===== src/rtl/fifo_burst_reader.sv =====
// Drains a programmed burst from a show-ahead FIFO onto a registered valid/ready stream, one cycle pop-to-valid, pops only when the output slot frees.
// Optional RDR_STALL_CNT_EN adds a saturating count of RUN cycles spent waiting on an empty FIFO.
module fifo_burst_reader #(
  parameter int DSIZE = 8,
  parameter int LSIZE = 8
) (
  input  logic             rclk,
  input  logic             rrst,
  input  logic             req_valid,
  input  logic [LSIZE-1:0] req_len,
  output logic             req_ready,
  input  logic             abort,
  input  logic [DSIZE-1:0] rdata,
  input  logic             rempty,
  output logic             rinc,
  output logic [DSIZE-1:0] out_data,
  output logic             out_valid,
  input  logic             out_ready,
  output logic             done,
  output logic             aborted
`ifdef RDR_STALL_CNT_EN
  ,
  output logic [15:0]      stall_cnt
`endif
);

  typedef enum logic [1:0] {IDLE, RUN, FLUSH, DONE} state_t;

  state_t           state;
  logic [LSIZE-1:0] remaining;
  logic             aborted_q;

  // Pop only when the output register is free or being emptied this cycle.
  assign rinc = (state == RUN) && !rempty && (remaining != '0) &&
                (!out_valid || out_ready) && !abort;

  assign req_ready = (state == IDLE);
  assign done      = (state == DONE);
  assign aborted   = aborted_q;

  always_ff @(posedge rclk or posedge rrst) begin
    if (rrst) begin
      state     <= IDLE;
      remaining <= '0;
      aborted_q <= 1'b0;
      out_valid <= 1'b0;
      out_data  <= '0;
    end else begin
      case (state)
        IDLE: begin
          if (req_valid) begin
            remaining <= req_len;
            aborted_q <= 1'b0;
            state     <= (req_len != '0) ? RUN : DONE;
          end
        end
        RUN: begin
          if (rinc) begin
            out_data  <= rdata;
            out_valid <= 1'b1;
            remaining <= remaining - 1'b1;
          end else if (out_valid && out_ready) begin
            out_valid <= 1'b0;
          end
          if (abort) begin
            aborted_q <= 1'b1;
            state     <= FLUSH;
          end else if (rinc && (remaining == LSIZE'(1))) begin
            state <= FLUSH;
          end
        end
        FLUSH: begin
          if (!out_valid || out_ready) begin
            out_valid <= 1'b0;
            state     <= DONE;
          end
        end
        DONE: begin
          aborted_q <= 1'b0;
          state     <= IDLE;
        end
        default: state <= IDLE;
      endcase
    end
  end

`ifdef RDR_STALL_CNT_EN
  always_ff @(posedge rclk or posedge rrst) begin
    if (rrst) begin
      stall_cnt <= '0;
    end else if (state == IDLE && req_valid) begin
      stall_cnt <= '0;
    end else if (state == RUN && rempty && remaining != '0 && stall_cnt != 16'hFFFF) begin
      stall_cnt <= stall_cnt + 16'd1;
    end
  end
`endif

endmodule


===== config.mk =====
export PLATFORM = sky130hd
export DESIGN_NAME = fifo_burst_reader
export DESIGN_NICKNAME = d
export VERILOG_FILES = /design/src/rtl/fifo_burst_reader.sv
export SDC_FILE = /design/constraint.sdc
export NUM_CORES = 1
export LEC_CHECK = 0
export CAP_MARGIN = 20
export CORE_UTILIZATION = 42
export DETAILED_ROUTE_END_ITERATION = 12
export GPL_ROUTABILITY_DRIVEN = 0
export GPL_TIMING_DRIVEN = 0
export HOLD_SLACK_MARGIN = 0.02
export PLACE_DENSITY = 0.75
export SLEW_MARGIN = 15
export SYNTH_ARGS = -nofsm -noshare
export SYNTH_HDL_FRONTEND = slang
export SYNTH_SLANG_ARGS = --single-unit

===== constraint.sdc =====
create_clock -name rclk -period 2 [get_ports rclk]
set_clock_uncertainty 0.2 [all_clocks]
set_input_delay 0.4 -clock rclk [delete_from_list [all_inputs] [get_ports rclk]]
set_output_delay 0.4 -clock rclk [all_outputs]
set_load 0.03 [all_outputs]

# [After elaboration in Yosys (flattened, before gate mapping)]
# Index checks and enable logic that the tools add are counted.
[word_totals] register_bits=20 in_bits=22 output_inout_bits=13 word_cells=53
[op_classes] addsub=1 eq_ne=10 muxes=16 reduce_logical=21
[op_table] cell="8-bit two-way mux" count=2
[op_table] cell="8-bit case mux with 2 select lines" count=1
[op_table] cell="8-bit nonzero test" count=2
[op_table] cell="3-bit AND reduction" count=4
[op_table] cell="2-bit two-way mux" count=5
[op_table] cell="8-bit by 1-bit equality test with 1-bit output (second input constant)" count=1
[op_table] cell="2-bit inequality test (second input constant)" count=4
[op_table] cell="2-bit case mux with 4 select lines" count=1
[op_table] cell="8-bit by 1-bit subtractor with 8-bit output (second input constant)" count=1
[op_table] cell="1-bit logical AND" count=6
[op_table] cell="3-bit by 2-bit inequality test with 1-bit output (second input constant)" count=2
[op_table] cell="1-bit two-way mux" count=5
[op_table] cell="2-bit equality test (second input constant)" count=2
[op_table] cell="2-bit nonzero test" count=2
[op_table] cell="1-bit zero test" count=3
[op_table] cell="1-bit case mux with 3 select lines" count=1
[op_table] cell="3-bit nonzero test" count=1
[op_table] cell="2-bit by 1-bit equality test with 1-bit output (second input constant)" count=1
[op_table] cell="2-bit zero test" count=1
[op_table] cell="1-bit case mux with 2 select lines" count=1
[op_table] cell="2-bit AND reduction" count=1
[op_table] cell="1-bit logical OR" count=1

# [Longest topological paths before layout]
# Gate-level depths: netlist of the first run.
[logic_depth] ltp_word=9 mapped_depth=7 mapped_depth_nobuf=7

# [Worst setup path before layout of the first run]
# Ideal clock, no wire load.
[synth_path] path_type="reg-to-output" start="register state[1]" end="output port rinc" arrival_ns=1.563 required_time_ns=1.400 setup_slack_ns=-0.163 stages_incl_launch_ff=8 path_buffers=1 path_cell_list="dfrtp_1 > inv_1 > ha_1 > nand2b_1 > nor3_1 > nand2_1 > buf_2 > inv_1"
[synth_between] elab_chain_cells=5
[synth_rtl] item="from (decl)" line_no="29" source="state_t state;"
[synth_rtl] item="from (signal assigned)" line_no="54" source="state <= (req_len != '0) ? RUN : DONE;"
[synth_rtl] item="2-bit by 1-bit equality test with 1-bit output" line_no="34" source="assign rinc = (state == RUN) && !rempty && (remaining != '0) &&"
[synth_rtl] item="1-bit logical AND (3 in series)" line_no="34"
[synth_rtl] item="1-bit logical AND" line_no="35" source="(!out_valid || out_ready) && !abort;"
[synth_rtl] item="to (decl)" line_no="15" source="output logic rinc,"
# Every way passes these cells.

# [Worst setup path in the final report of the first run]
[layout_path] start="register remaining[4]" end="output port rinc"
[layout_between] elab_chain_cells=4
[layout_rtl] item="from (decl)" line_no="30" source="logic [LSIZE-1:0] remaining;"
[layout_rtl] item="from (signal assigned)" line_no="52" source="remaining <= req_len;"
[layout_rtl] item="from (signal assigned)" line_no="61" source="remaining <= remaining - 1'b1;"
[layout_rtl] item="8-bit nonzero test" line_no="34"
[layout_rtl] item="1-bit logical AND (2 in series)" line_no="34"
[layout_rtl] item="1-bit logical AND" line_no="35"
# Every way passes these cells.

==> results.cfg, run 1 <==
[outcome]
status = complete, but fails checks
violations = setup timing

[sta]
timing.fmax_mhz = 438
hold_violations = 0
fin_crit_sh_pct = 114
rsz0062_at_grt = yes
setup_viol = 12
tns_ns = -0.818
slew_headroom_pct = 47.7
worst_pin_slew_ns = 0.784
period_minus_slack_ns = 2.28
fin_ws_ns = -0.282
maxSlewViolCount = 0

[floorplan]
placementRows = 18
initial_core_util_pct = 46.1
design.die.area_um2 = 3030
die_x_um = 55.1
ioPinCount = 35
fp.dieH_um = 55.1
core_area_um2 = 2570

[synth]
synth_flop_cell = dfrtp_1
syn_inst = 124
syn_area_um2 = 1180
syn-num-nets = 153
seq_area_frac_synth_pct = 42.3
yosysWarnings = 0
ys_async_sr_fraction_pct = 100
syn_area_per_cell_um2 = 9.54
ys_ff_latch = 20
yosysTopAreaCell = dfrtp_1
synth_top_area_share_pct = 42.3
synth-edff-count = 0
ys_types = 30
synth.area.top_cells = dfrtp_1, mux2_2, ha_1

[cells_and_area]
drive_above_1_share_pct = 34.5
n_antenna_cell = 0
layout_common_cells = clkdlybuf4s50_1, dfrtp_1, o21ai_0, a21oi_1, buf_4
layout_commonest_cell = clkdlybuf4s50_1
fill_cells = 189
final_cell_area_um2 = 1820
syn_to_final_growth_pct = 54.2
fin_nets = 202

[detailed_routing]
vias_per_cell = 5.91
routedWlPerCell_um = 17.2
wl_um = 3470
drc = 0
num_vias = 1187
antenna_left = 0
drtPass1Iterations = 4
drtIter0Drc = 46

[power]
ir_drop_v = 0.00120
p_leak_nw = 0.775
cellPowerDensity_nw_per_um2 = 1560

[clock_tree]
clock_path_buffers = 2
htree_levels = 1
cts_tree = built
cts_buffers = 3
clkTransAtPathRegs_ns = 0.11
clock_latency_ns = 0.30
root_buffer = clkbuf_4
cts.sinks = 20
ctsHoldBuffers = 0

[setup_path]
arrival_ns = 1.68
cp.required_ns = 1.40
end_kind = output port
worst-path-max-fanout = 5
critPathKind = reg2out
critPathLaunchType = flip-flop

[placed_design]
dp_hpwl_um = 2180
port_buffers = 34
dpl_cell_area_um2 = 1570
post-place-ws_ns = -0.950

[grt]
antenna_found_initial = 0
grt_overflow_total = 0
grt_usage_pct = 23.7
grt_max_degree = 21
grt_pass1_vias = 1189
grt_pass1_wl_um = 5120

[worst_hold_path]
worstHoldPathType = reg2reg

[job]
maxCapViolCount = 0
routing by layer:
layer / up-vias / wire, um / global-route usage (%)
li1: 548 / - / -
met1: 557 / 1440 / 28.2
met2: 71 / 1660 / 40.2
met3: 11 / 277 / 5.74
met4: 0 / 89 / 10.8
met5: - / 0 / 0
metrics by stage:
stage	util [%]	std cells	hold WS, ns	total power, W
floorplan	-	124	0.164	0.00175
global placement	61.2	188	0.288	0.00220
detailed placement	61.2	188	0.298	0.00225
CTS	66.8	199	0.322	0.00260
global route	71.0	201	0.337	0.00302
finish	71.0	201	0.321	0.00284
power by group:
| part | switching, W | internal, W | total [W] |
|---|---|---|---|
| logic | 0.000991 | 0.000833 | 0.00182 |
| clock network | 0.000120 | 0.0000702 | 0.000190 |
| registers | 0.000211 | 0.000613 | 0.000824 |
| total | 0.00132 | 0.00152 | 0.00284 |
sequential cells by signal, indices dropped and copies added, names as in the netlist:
name,flops
remaining,8
aborted,1
out_data,8
state,2
out_valid,1
logic make-up (layout without fill, tap and decap cells):
family	Yosys count	count (layout)	share of synthesized area, %
flops	20	20	42.3
compound gates	33	33	17.2
buf+inv	12	59	3.91
mux	12	12	11.1
fa+ha+maj	7	7	7.41
simple gates	40	40	18.0
Yosys cell counts (all sizes together), types with 4 or more instances:
cell and instances:
dfrtp 20, a21oi 11, mux2 9, o21ai 9, inv 8, ha 7
nand2 7, nand3 7, nor3 7, nand2b 5, nor2 5, a31oi 4
worst max-delay path: stages, from the launching register on:
cell and delay, ns:
dfrtp_2 0.47, nor3_4 0.30, nand3_2 0.19, nand2_2 0.15
buf_6 0.12, inv_2 0.03, buf_6 0.12
what timing repair did:
item                       CTS  global route
setup buffers                8             2
cloned                       0             0
resized for setup           31            28
setup endpoints to repair   23            24
pin swaps                    4             1
worst paths after layout:
path | start | to | slack [ns] | cells after the start
min in group asynchronous | rrst | out_data[1] | 0.33 | 2
min | out_data[2] | out_data[2] | 0.32 | 1
max in group asynchronous | rrst | state[0] | 0.73 | 2
max reg2reg | remaining[1] | state[1] | -0.26 | 7
max | remaining[4] | rinc | -0.28 | 6
min reg2reg | out_data[2] | out_data[2] | 0.32 | 1
final cells by class:
cell class / count / area (um^2) / share of cell area (%)
Buffer: 4 / 28.8 / 1.58
Timing Repair Buffer: 44 / 418 / 22.9
Sequential cell: 20 / 504 / 27.7
Clock buffer: 3 / 22.5 / 1.24
Inverter: 8 / 30.0 / 1.65
Multi-Input combinational cell: 92 / 782 / 42.9
Tap cell: 30 / 37.5 / 2.06
(Power assumes the default switching activity.)
==> run 2, diff against run 1 <==
--- a/config.mk
+++ b/config.mk
@@ -7,10 +7,9 @@
 export LEC_CHECK = 0
 export CAP_MARGIN = 20
-export CORE_UTILIZATION = 42
+export CORE_UTILIZATION = 35
 export DETAILED_ROUTE_END_ITERATION = 12
 export GPL_ROUTABILITY_DRIVEN = 0
 export GPL_TIMING_DRIVEN = 0
 export HOLD_SLACK_MARGIN = 0.02
-export PLACE_DENSITY = 0.75
 export SLEW_MARGIN = 15
 export SYNTH_ARGS = -nofsm -noshare
==> constraint.sdc (replaced) <==
create_clock -name rclk -period 2 [get_ports rclk]
set_clock_uncertainty 0.2 [all_clocks]
set_input_delay 0.2 -clock rclk [delete_from_list [all_inputs] [get_ports rclk]]
set_output_delay 0.2 -clock rclk [all_outputs]
set_load 0.03 [all_outputs]
==> run 2 against run 1 <==
- die area is 19% higher
- critical path type is now reg2reg
- cell area is 4.7% lower
- utilization is 15 points lower
- clock power hardly changed
- global-route usage is 5.5 points lower
- maximum frequency is 4.1% higher
- setup slack better by 0.090 ns
- sequential cell count stayed put
- non-clock buffer count is 5 lower
- critical endpoint is now state[1]
- largest cell class unchanged
- the flow still finishes with violations (setup timing)
- sequential power is 3.3% lower
- worst hold slack worse by 0.20 ns
==> results.cfg, run 2 (synthesized netlist as in run 1, its figures left out) <==
[detailed_routing]
highest_layer = met4
drtPass1Iterations = 4
wl_met2_um = 1280
antenna_left = 0
route.met3.wl_um = 252
drc = 0
met1_length_um = 1290
routedWlPerCell_um = 13.7
wl_um = 2880
drtIter0Drc = 24
vias_per_cell = 5.33
num_vias = 1119

[sta]
fin_ws_ns = -0.192
slew_headroom_pct = 49.2
fin_crit_sh_pct = 110
setup_viol = 4
worst_pin_slew_ns = 0.761
period_minus_slack_ns = 2.19
maxSlewViolCount = 0
timing.fmax_mhz = 456
hold_violations = 0
rsz0062_at_grt = yes

[floorplan]
design.die.area_um2 = 3610
placementRows = 20
ioPinCount = 35
core_area_um2 = 3130
die_x_um = 60.1
initial_core_util_pct = 37.8
fp.dieH_um = 60.1

[setup_path]
arrival_ns = 2.19
worst-path-max-fanout = 4
critPathLaunchType = flip-flop
crit_path_cell_trace = inv_2 -> ha_4 -> or4_4 -> nor3_4 -> a31oi_2 -> a211oi_2 -> mux2_1
critPathSlowestCell = or4_4
crit_family = simple AND/OR/NAND/NOR gates
critPathKind = reg2reg
cp.required_ns = 2.00
end_kind = flip-flop
path_buf_inv = 1
cpPeakStageDelay_ns = 0.43

[job]
maxCapViolCount = 0

[clock_tree]
clkTransAtPathRegs_ns = 0.11
cts_buffers = 3
clock_latency_ns = 0.30
htree_levels = 1
clock_path_buffers = 2
root_buffer = clkbuf_4
cts_tree = built
cts.sinks = 20

[grt]
grt_max_degree = 21
grt_overflow_total = 0
antenna_found_initial = 0
grt_usage_pct = 18.2
grt_pass1_vias = 1118
grt_pass1_wl_um = 4910

[cells_and_area]
layout_commonest_cell = clkdlybuf4s50_1
fin_nets = 197
layout.cells.non_filler = 210
reg_top3 = out_data: 8 flops, remaining: 8 flops, state: 2 flops
fill_cells = 295
final_core_util_pct = 55.6
layout_common_cells = clkdlybuf4s50_1, dfrtp_1, a21oi_1
drive_above_1_share_pct = 25.3
n_antenna_cell = 0
syn_to_final_growth_pct = 47.0
regArea_um2 = 502
multi_input_area_um2 = 729

[placed_design]
placed_cells = 202
port_buffers = 34
dp_hpwl_um = 2140

[power]
ir_drop_v = 0.000861
p_leak_nw = 0.699
power_w = 0.00260
cellPowerDensity_nw_per_um2 = 1500

[outcome]
violations = setup timing
status = complete, but fails checks

[worst_hold_path]
worstHoldPathType = in2async
[run 2: worst register-to-register path: cells and delay by family (launching register included)]
family | cells | cell delay, ns
buffers and inverters | 1 | 0.08
AOI/OAI and AO/OA | 2 | 0.34
adders and majority gates | 1 | 0.16
DFF | 1 | 0.40
and+or+nand+nor | 2 | 0.56
muxes | 1 | 0.35
[run 2: routing by layer]
layer	up-vias	track usage (%)
li1	539	-
met1	526	23.0
met2	48	28.7
met3	6	4.98
met4	0	8.31
met5	-	0
[run 2: path summary, 6_finish.rpt]
check / start / to / slack (ns) / cells past startpoint
max reg2reg: remaining[1] / state[1] / -0.19 / 7
max in group asynchronous: rrst / state[0] / 0.96 / 2
min reg2reg: out_valid / out_valid / 0.32 / 2
min in group rclk: rdata[5] / out_data[5] / 0.30 / 2
max: remaining[1] / state[1] / -0.19 / 7
min: rrst / out_data[2] / 0.12 / 2
[run 2: cell type report]
cell class	count	area share, %
plain buffers	4	1.51
flip-flops and latches	20	28.9
clock buffers	3	1.30
multi-input cells	92	42.0
inverters	8	1.73
well taps	44	3.17
repair buffers	39	21.5
[run 2: power by group]
part	total, W	switching (W)	internal (W)
Sequential	0.000797	0.000188	0.000609
Clock	0.000191	0.000120	0.0000703
Combinational	0.00161	0.000886	0.000725
[run 2: repair_timing]
item,4_1_cts,5_1_grt
setup buffers,4,2
endpoints found under the setup margin,22,12
pin swaps,4,5
resized for setup,24,12
hold buffers,0,0
[run 2: through the flow]
| stage | hold WS, ns | TNS [ns] | worst slack [ns] | area (um^2) |
|---|---|---|---|---|
| after floorplan | -0.0362 | -0.109 | -0.0881 | 1180 |
| after global placement | 0.281 | -5.33 | -0.766 | 1580 |
| after detailed placement | 0.293 | -5.40 | -0.763 | 1580 |
| after CTS | 0.149 | -0.477 | -0.192 | 1690 |
| after global routing | 0.211 | -0.826 | -0.251 | 1740 |
| final | 0.120 | -0.512 | -0.192 | 1740 |
==> run 3, diff against run 2 <==
- MAX_ROUTING_LAYER: default -> met4
==> run 3 against run 2 <==
- the run still ends with setup timing left
- largest cell class unchanged
- clock-buffer cell count unchanged
- cell area unchanged
- first-iteration DRC count decreased by 4.2%
- sequential cell count unchanged
- register-to-register slack about the same
- combinational power about the same
==> results.cfg, run 3 (synthesized netlist as in run 1, its figures left out) <==
[outcome]
status = complete, but fails checks
violations = setup timing

[detailed_routing]
drtPass1Iterations = 4
drc = 0
vias_per_cell = 5.35
wl_um = 2890
num_vias = 1124
antenna_left = 0
drtIter0Drc = 23
routedWlPerCell_um = 13.8

[cells_and_area]
layout_commonest_cell = clkdlybuf4s50_1
syn_to_final_growth_pct = 47.0
n_antenna_cell = 0
final_cell_area_um2 = 1740
multi_input_area_um2 = 729
layout_common_cells = clkdlybuf4s50_1, dfrtp_1, a21oi_1
fin_nets = 197
fill_cells = 295
layout.cells.non_filler = 210
regArea_um2 = 502
reg_top3 = out_data: 8 flops, remaining: 8 flops, state: 2 flops
drive_above_1_share_pct = 25.3

[clock_tree]
clock_path_buffers = 2
cts_tree = built
clkTransAtPathRegs_ns = 0.11
htree_levels = 1
ctsHoldBuffers = 0
cts_buffers = 3
cts.sinks = 20
clock_latency_ns = 0.30
root_buffer = clkbuf_4

[floorplan]
die_x_um = 60.1
fp.dieH_um = 60.1
initial_core_util_pct = 37.8
design.die.area_um2 = 3610
placementRows = 20
ioPinCount = 35
core_area_um2 = 3130

[power]
ir_drop_v = 0.000861
pwr-share-clk_pct = 7.3
switchingPower_w = 0.00120
p_leak_nw = 0.699
pwr-share-seq_pct = 30.7
power.share.switching_pct = 46.0
cellPowerDensity_nw_per_um2 = 1500
p_comb_share_pct = 62.0
intPower_w = 0.00140

[setup_path]
timing.rr.start = remaining[1]
critPathSlowestCell = or4_4
end_kind = flip-flop
cp.required_ns = 1.99
worstReg2RegEnd = state[1]
r2r_slack_ns = -0.19
arrival_ns = 2.19
critPathLaunchType = flip-flop
reg2reg_depth = 7
worst-path-max-fanout = 4
cpPeakStageDelay_ns = 0.43
critPathKind = reg2reg
crit_path_cell_trace = inv_2 -> ha_4 -> or4_4 -> nor3_4 -> a31oi_2 -> a211oi_2 -> mux2_1

[grt]
grt_overflow_total = 0
grt_pass1_vias = 1118
grt_usage_pct = 18.8
antenna_found_initial = 0
grt_pass1_wl_um = 4910
grt_max_degree = 21

[placed_design]
port_buffers = 34
dp_hpwl_um = 2140
post-place-ws_ns = -0.763
dpl_cell_area_um2 = 1580
placed_cells = 202

[sta]
fin_ws_ns = -0.192
rsz0062_at_grt = yes
slew_headroom_pct = 49.0
maxSlewViolCount = 0
setup_viol = 4
timing.fmax_mhz = 456
worst_pin_slew_ns = 0.764
hold_violations = 0
period_minus_slack_ns = 2.19
fin_crit_sh_pct = 110

[worst_hold_path]
worstHoldPathType = in2async

[job]
maxCapViolCount = 0
-- run 3: critical path: cells and delay by family (launching register included) --
kind                       cells  cell delay [ns]
adders and majority gates      1             0.16
DFF                            1             0.40
and+or+nand+nor                2             0.56
AOI/OAI and AO/OA              2             0.34
muxes                          1             0.35
buffers and inverters          1             0.08
-- run 3: how the worst max path moves through the flow --
stage                  from  slack (ns)        to
2_1_floorplan  remaining[0]       -0.09  state[1]
3_3_place_gp       state[1]       -0.77      rinc
3_5_place_dp       state[1]       -0.76      rinc
4_1_cts        remaining[1]       -0.19  state[1]
5_1_grt        remaining[1]       -0.25  state[1]
6_report       remaining[1]       -0.19  state[1]
-- run 3: routing by layer --
layer,track usage [%],vias to the layer above,routed length (um)
li1,-,539,-
met1,24.1,528,1330
met2,28.7,51,1280
met3,3.25,6,212
met4,8.31,0,63
met5,-,-,0
-- run 3: final cells by class --
cell class	instances	area share, %
Buffer	4	1.51
Clock buffer	3	1.30
Inverter	8	1.73
Multi-Input combinational cell	92	42.0
Sequential cell	20	28.9
Tap cell	44	3.17
Timing Repair Buffer	39	21.5
-- run 3: stage by stage --
stage          total power (W)  TNS [ns]  hold slack, ns  util (%)
3_5_place_dp           0.00224     -5.40           0.293      50.5
3_3_place_gp           0.00222     -5.33           0.281      50.5
6_report               0.00260    -0.510           0.122      55.6
5_1_grt                0.00279    -0.826           0.211      55.6
4_1_cts                0.00256    -0.477           0.149      54.0
2_1_floorplan          0.00175    -0.109         -0.0362         -
-- run 3: power by group through the flow --
stage / Sequential [W] / Clock [W] / Combinational, W
2_1_floorplan: 0.000949 / 0 / 0.000801
3_3_place_gp: 0.000780 / 0 / 0.00144
3_5_place_dp: 0.000794 / 0 / 0.00145
4_1_cts: 0.000792 / 0.000202 / 0.00156
5_1_grt: 0.000828 / 0.000212 / 0.00175
6_report: 0.000797 / 0.000191 / 0.00161
-- run 3: timing repair --
action                                  4_1_cts  5_1_grt
pin swaps                                     4        5
setup buffers                                 4        2
endpoints found under the setup margin       22       12
hold endpoints to repair                      0        0
resized for setup                            24       12
